## config.mk

```make
export PLATFORM = sky130hd
export DESIGN_NAME = fetch_pc_unit
export DESIGN_NICKNAME = d
export VERILOG_FILES = /design/src/rtl/fetch_pc_unit.sv
export SDC_FILE = /design/constraint.sdc
export NUM_CORES = 1
export LEC_CHECK = 0
export ABC_AREA = 1
export BUFFER_PORTS_ARGS = -buffer_cell sky130_fd_sc_hd__buf_2
export CAP_MARGIN = 5
export CORE_AREA = 2 2 251 203
export CTS_CLUSTER_SIZE = 24
export DETAILED_ROUTE_END_ITERATION = 10
export DIE_AREA = 0 0 253 205
export PLACE_DENSITY = 0.61
export SETUP_SLACK_MARGIN = 0.05
export SLEW_MARGIN = 30
export SYNTH_ARGS = -nofsm -noshare
export SYNTH_HDL_FRONTEND = slang
export SYNTH_SLANG_ARGS = --single-unit
export TNS_END_PERCENT = 10
```

## constraint.sdc

```tcl
create_clock -name clk -period 6 [get_ports clk]
set_input_delay 1.8 -clock clk [delete_from_list [all_inputs] [get_ports clk]]
set_output_delay 1.8 -clock clk [all_outputs]
set_load 0.005 [all_outputs]
```

## src/rtl/fetch_pc_unit.sv

```systemverilog
// rtl/fetch_pc_unit.sv - fetch-stage next-PC generator with bimodal direction predictor and BTB update
// Optional macro FETCH_PERF_COUNTERS_EN adds resolved-branch and mispredict counters.

module fetch_pc_unit #(
  parameter logic [31:0] RESET_PC = 32'h0000_0000,
  parameter int          PHT_BITS = 6
) (
  input  logic        clk,
  input  logic        reset,
  input  logic        stall,
  input  logic        btb_hit,
  input  logic [31:0] btb_target,
  input  logic        resolve_valid,
  input  logic [31:0] resolve_pc,
  input  logic        resolve_taken,
  input  logic [31:0] resolve_target,
  input  logic        resolve_pred_taken,
  input  logic [31:0] resolve_pred_target,
  output logic [31:0] pc_out,
  output logic        fetch_valid,
  output logic        pred_taken,
  output logic [31:0] pred_next_pc,
  output logic        mispredict,
  output logic        btb_update,
  output logic [31:0] btb_update_pc,
  output logic [31:0] btb_update_target,
  output logic [31:0] perf_branches,
  output logic [31:0] perf_mispredicts
);
  localparam int PHT_SIZE = 1 << PHT_BITS;

  typedef enum logic [1:0] {ST_BOOT, ST_RUN, ST_REDIRECT} state_t;

  state_t              r_state;
  logic                r_fetch_valid;
  logic [31:0]         r_pc;
  logic [1:0]          r_pht [PHT_SIZE];
  logic                r_btb_update;
  logic [31:0]         r_btb_update_pc;
  logic [31:0]         r_btb_update_target;

  logic [PHT_BITS-1:0] w_lookup_idx;
  logic [PHT_BITS-1:0] w_update_idx;
  logic [1:0]          w_lookup_cnt;
  logic [1:0]          w_update_cnt;
  logic                w_pred_taken;
  logic [31:0]         w_pred_next_pc;
  logic [31:0]         w_correct_pc;
  logic                w_mispredict;

  assign w_lookup_idx   = r_pc[PHT_BITS+1:2];
  assign w_update_idx   = resolve_pc[PHT_BITS+1:2];
  assign w_lookup_cnt   = r_pht[w_lookup_idx];
  assign w_update_cnt   = r_pht[w_update_idx];

  assign w_pred_taken   = btb_hit && w_lookup_cnt[1];
  assign w_pred_next_pc = w_pred_taken ? btb_target : r_pc + 32'd4;

  // Comparing the carried predicted next PC against the true next PC also
  // catches a not-taken branch that was sent down a stale target.
  assign w_correct_pc   = resolve_taken ? resolve_target : resolve_pc + 32'd4;
  assign w_mispredict   = !reset && resolve_valid &&
                          ((resolve_taken != resolve_pred_taken) ||
                           (resolve_pred_target != w_correct_pc));

  always_ff @(posedge clk) begin
    if (reset) begin
      r_pc          <= RESET_PC;
      r_state       <= ST_BOOT;
      r_fetch_valid <= 1'b0;
    end else begin
      if (w_mispredict)
        r_pc <= w_correct_pc;
      else if (!stall && r_fetch_valid)
        r_pc <= w_pred_next_pc;

      // A redirect always costs one bubble so the new PC can reach the BTB.
      case (r_state)
        ST_RUN: begin
          if (w_mispredict) begin
            r_state       <= ST_REDIRECT;
            r_fetch_valid <= 1'b0;
          end
        end
        default: begin
          r_state       <= w_mispredict ? ST_REDIRECT : ST_RUN;
          r_fetch_valid <= !w_mispredict;
        end
      endcase
    end
  end

  always_ff @(posedge clk) begin
    if (reset) begin
      for (int i = 0; i < PHT_SIZE; i++)
        r_pht[i[PHT_BITS-1:0]] <= 2'b01;
    end else if (resolve_valid) begin
      if (resolve_taken) begin
        if (w_update_cnt != 2'b11)
          r_pht[w_update_idx] <= w_update_cnt + 2'd1;
      end else if (w_update_cnt != 2'b00) begin
        r_pht[w_update_idx] <= w_update_cnt - 2'd1;
      end
    end
  end

  always_ff @(posedge clk) begin
    if (reset) begin
      r_btb_update        <= 1'b0;
      r_btb_update_pc     <= '0;
      r_btb_update_target <= '0;
    end else begin
      r_btb_update <= resolve_valid && resolve_taken;
      if (resolve_valid && resolve_taken) begin
        r_btb_update_pc     <= resolve_pc;
        r_btb_update_target <= resolve_target;
      end
    end
  end

`ifdef FETCH_PERF_COUNTERS_EN
  logic [31:0] r_perf_branches;
  logic [31:0] r_perf_mispredicts;

  always_ff @(posedge clk) begin
    if (reset) begin
      r_perf_branches    <= '0;
      r_perf_mispredicts <= '0;
    end else begin
      if (resolve_valid)
        r_perf_branches <= r_perf_branches + 32'd1;
      if (w_mispredict)
        r_perf_mispredicts <= r_perf_mispredicts + 32'd1;
    end
  end

  assign perf_branches    = r_perf_branches;
  assign perf_mispredicts = r_perf_mispredicts;
`else
  assign perf_branches    = '0;
  assign perf_mispredicts = '0;
`endif

  assign pc_out            = r_pc;
  assign fetch_valid       = r_fetch_valid;
  assign pred_taken        = w_pred_taken;
  assign pred_next_pc      = w_pred_next_pc;
  assign mispredict        = w_mispredict;
  assign btb_update        = r_btb_update;
  assign btb_update_pc     = r_btb_update_pc;
  assign btb_update_target = r_btb_update_target;

endmodule

```

## Yosys cells after proc, flatten, opt, wreduce, memory -nomap -nowiden

Memories as Yosys holds them, arrays and structs flattened. A register that Yosys moved wholly into a read port is not among the register bits.
Cells that the tools add are included.

| word-level totals | value |
|---|---|
| input bits | 135 |
| bits in registers | 100 |
| bits in writable memories | 128 |
| memories | 1 |
| output and inout bits | 196 |

| cells by class | value |
|---|---|
| bitwise logic cells | 1 |
| mux-type cells | 27 |
| add/subtract/negate cells | 4 |
| reduce and logical (&&, ||, !) cells | 12 |
| eq/ne operators | 5 |

Memory list:

| name | words | width | rd ports | clocked after Yosys merged registers in | wr ports | line | source |
|---|---|---|---|---|---|---|---|
| r_pht | 64 | 2 | 2 | 1 | 64 | 37 | `logic [1:0] r_pht [PHT_SIZE];` |

Operators by type and width:

| kind | count |
|---|---|
| two-way mux 32 bit | 4 |
| adder 32 x 3 -> 32 bit (second input constant) | 2 |
| inequality test 32 bit | 1 |
| two-way mux 6 bit | 3 |
| two-way mux 1 bit | 15 |
| two-way mux 2 bit | 5 |
| logical AND 1 bit | 5 |
| inequality test 2 bit (second input constant) | 2 |
| nonzero test 2 bit | 2 |
| logical NOT 1 bit | 3 |
| adder 2 x 1 -> 2 bit (second input constant) | 1 |
| == test 2 x 1 -> 1 bit (second input constant) | 1 |
| OR reduction 2 bit | 1 |
| subtractor 2 x 1 -> 2 bit (second input constant) | 1 |
| logical OR 1 bit | 1 |
| inequality test 1 bit | 1 |
| bitwise OR 1 bit | 1 |

## Longest topological paths before layout

An unclocked memory read counts as a cell.

| logic depth | value |
|---|---|
| depth after elaboration | 10 |
| gate-level depth with buffers | 23 |
| depth with buffers taken out | 20 |

## Worst setup path after synthesis

No wires, ideal clock.

| timing path | value |
|---|---|
| path kind | input to output |
| from | input resolve_pc[4] |
| to | output mispredict |
| stages | 18 |
| path buffers | 3 |
| setup slack | 0.605 ns |
| required time | 4.200 ns |
| arrival time | 3.595 ns |
| cells stage by stage | buf_2 -> nand2_1 -> nor2_1 -> nand2_1 -> nor2_2 -> nand2_1 -> nand2_1 -> nand3_1 -> nand3b_1 -> nand2_1 -> nor2_1 -> nand2_1 -> nor2_1 -> nand3_2 -> nand2_2 -> buf_6 -> buf_6 -> inv_1 |

| between the ends | value |
|---|---|
| cells in the longest elaborated chain, start to end | 5 |

Ends and longest elaborated chain:

| element | line | source |
|---|---|---|
| start, declared | 14 | `input logic [31:0] resolve_pc,` |
| adder 32 x 3 -> 32 bit | 61 | `assign w_correct_pc = resolve_taken ? resolve_target : resolve_pc + 32'd4;` |
| two-way mux 32 bit | 61 |  |
| inequality test 32 bit | 64 | `(resolve_pred_target != w_correct_pc));` |
| logical OR 1 bit | 63 | `((resolve_taken != resolve_pred_taken) \|\|` |
| logical AND 1 bit | 62 | `assign w_mispredict = !reset && resolve_valid &&` |
| end, declared | 23 | `output logic mispredict,` |

No other way between the ends.

## Worst setup path in the final report

| timing path | value |
|---|---|
| from | input resolve_pc[6] |
| to | output mispredict |

The elaborated chain is that of the path after synthesis.

==> flow_summary.toml <==
[timing]
tightest_slew_ns = 0.803
grt_setup_unrepaired = "no"
slew_violations = 0
finalSetupViolCount = 0
slew_headroom_pct = 46.4
min_period_ns = 5.76
fin_skew_ns = 0.0212
hold_violations = 0
fmax_mhz = 174
fin_tns_setup_ns = 0
finalCritPeriodShare_pct = 96.0

[layout]
drive_above_1_share_pct = 17.1
most-common-layout-cells = "527 x nand2_1, 344 x nor2_1, 266 x buf_2"
fin_nets = 2477
n_fill_cell = 5289
mostFrequentLayoutCell = "nand2_1"
syn2layout_area_growth_pct = 18.8
utilization_pct = 35.4

[floorplanning]
ios = 331
coreArea_sq_um = 49300
fp.dieArea_sq_um = 51900
die_w_microns = 253
dieHeight_microns = 205
rows = 73
start_util_pct = 29.8

[logic_synthesis]
yosysWarningCount = 0
synth_area_sq_um = 14700
syn_inst = 2122
syn_area_per_cell_sq_um = 6.92
yosysSeqAreaShare_pct = 40.4
synth_seq_cells = 232
synth_cell_types = 39

[place]
hpwlAfterDp_mm = 42.3
portBuffers = 266
place_congestion = 0.942

[clock_tree]
cts_root_buf = "clkbuf_16"
clock_latency_ns = 0.56
clk_pin_slew_ns = 0.05
ctsHoldBuffers = 0
htree_levels = 1
postCtsResizedCells = 0
cts.sinks = 232
cts_buffers = 28
postCtsSetupRepairBufs = 0
cts_buffer_depth = 3
cts_tree = "built"

[critical_path]
arrival_ns = 3.96
critPathKind = "in -> out"
endpoint = "mispredict"
reg2reg_slack_ns = 2.42
crit_path_start = "resolve_pc[6]"
cp_max_fo = 9
end_kind = "primary output"
crit_required_ns = 4.20
reg2reg_depth = 18
r2r-end = "pc_out[3]"
crit_path_start_kind = "primary input"

[power]
power_density_nw_per_um2 = 254
ir_drop_uv = 208
power.total_mw = 4.43
p_leak_nw = 7.90

[worst_hold_path]
worstHoldPathCells = 2
hold_class = "reg -> reg"

[route]
wl_per_cell_microns = 18.9
drc = 0
via_per_inst = 5.13
drt_iter0_drc = 1730
vias = 15400
routed_wl_mm = 56.6
first_pass_iters = 6
detail-route-antenna-nets = 0

[global_routing]
grt_pass1_vias = 14000
grt_pass1_wl_mm = 83.9
antenna_found_initial = 6
grt_use_total_pct = 20.9
grt.overflow.total = 0
grt_max_degree = 98

[run_status]
outcome = "complete, no violations"

[flow_run]
maxCapViolCount = 0
[cells by family (layout without fill, tap and decap cells)]
family / Yosys count / in the layout / share of synthesized area [%]
and+or+nand+nor: 1253 / 1253 / 37.4
adders and majority gates: 2 / 2 / 0.170
xor gates and xnor gates: 28 / 28 / 1.67
other: 1 / 65 / 0.0255
DFF: 232 / 232 / 40.4
buffers and inverters: 393 / 570 / 12.1
AOI/OAI and AO/OA: 213 / 213 / 8.36
[state kept, by name, indices dropped and copies added, names as in the netlist, named ones only]
name               flops
pc_out                32
btb_update_pc         32
btb_update_target     32
btb_update             1
r_pht                128
r_state                1
[final cells by class]
| class | count | area, sq um | share of cell area (%) |
|---|---|---|---|
| Antenna cell | 1 | 2.50 | 0.0143 |
| Clock inverter | 9 | 120 | 0.688 |
| Inverter | 197 | 741 | 4.24 |
| Sequential cell | 232 | 5930 | 34.0 |
| Tap cell | 637 | 797 | 4.57 |
| Multi-Input combinational cell | 1560 | 7240 | 41.5 |
| Timing Repair Buffer | 321 | 1840 | 10.5 |
| Clock buffer | 43 | 792 | 4.54 |
[per-layer routing]
metal,GRT usage [%],up-vias,wire length [microns]
met3,4.23,89,5640
met4,4.42,10,1080
met5,0,-,68
met1,31.8,7217,26100
met2,30.0,766,23700
li1,-,7299,-
[power breakdown]
| part | internal [mW] | switching (mW) | leakage (nW) |
|---|---|---|---|
| clock network | 1.03 | 0.688 | 0.447 |
| logic | 0.293 | 0.625 | 5.49 |
| registers | 1.74 | 0.0527 | 1.97 |
| total | 3.07 | 1.37 | 7.90 |
[worst max-delay path, stage by stage]
cell	delay, ns
buf_2	0.22
nand3_1	0.24
nor2_1	0.24
nand2_1	0.14
inv_1	0.15
nand3_1	0.09
nand3_1	0.17
nand2_1	0.08
nand2_1	0.06
nand2_1	0.06
nor2_1	0.10
nand3_1	0.08
nor2_1	0.16
nand3_2	0.10
nand2_2	0.09
inv_1	0.05
buf_2	0.12
[how the worst min path moves through the flow]
stage / startpoint / endpoint
after floorplan: btb_update_target[3] / btb_update_target[3]
after global placement: btb_update_target[26] / btb_update_target[26]
after detailed placement: btb_update_target[19] / btb_update_target[19]
after CTS: btb_update_target[19] / btb_update_target[19]
after global routing: btb_update_target[21] / btb_update_target[21]
final: btb_update_target[28] / btb_update_target[28]
[Yosys cell counts, drive strengths merged]
library cell,number,share of area [%]
a211oi,4,0.20
a21oi,51,1.7
a221oi,9,0.54
a22o,2,0.12
a22oi,10,0.51
buf,106,4.7
clkbuf,90,2.3
clkinv,4,0.10
conb,1,0.026
dfxtp,104,14
edfxtp,128,26
ha,2,0.17
inv,193,4.9
nand2,533,14
nand3,190,6.6
nand3b,43,2.2
nand4,99,4.2
nor2,350,9.2
nor3,14,0.48
nor4,5,0.21
o2111a,1,0.077
o2111ai,6,0.36
o211ai,15,0.77
o21ai,109,3.7
o21bai,1,0.051
o221ai,3,0.18
o31ai,2,0.10
or2,19,0.81
xnor2,3,0.18
xor2,25,1.5
[through the flow]
stage	hold slack (ns)	std cells	setup slack, ns	area (sq um)
global route	0.508	3000	0.0620	17400
global placement	0.461	2947	0.300	16500
floorplan	0.462	2185	0.605	14900
CTS	0.479	2999	0.281	17400
finish	0.478	3000	0.238	17400
detailed placement	0.467	2947	0.279	16500
Power figures use the tool's default switching activity.
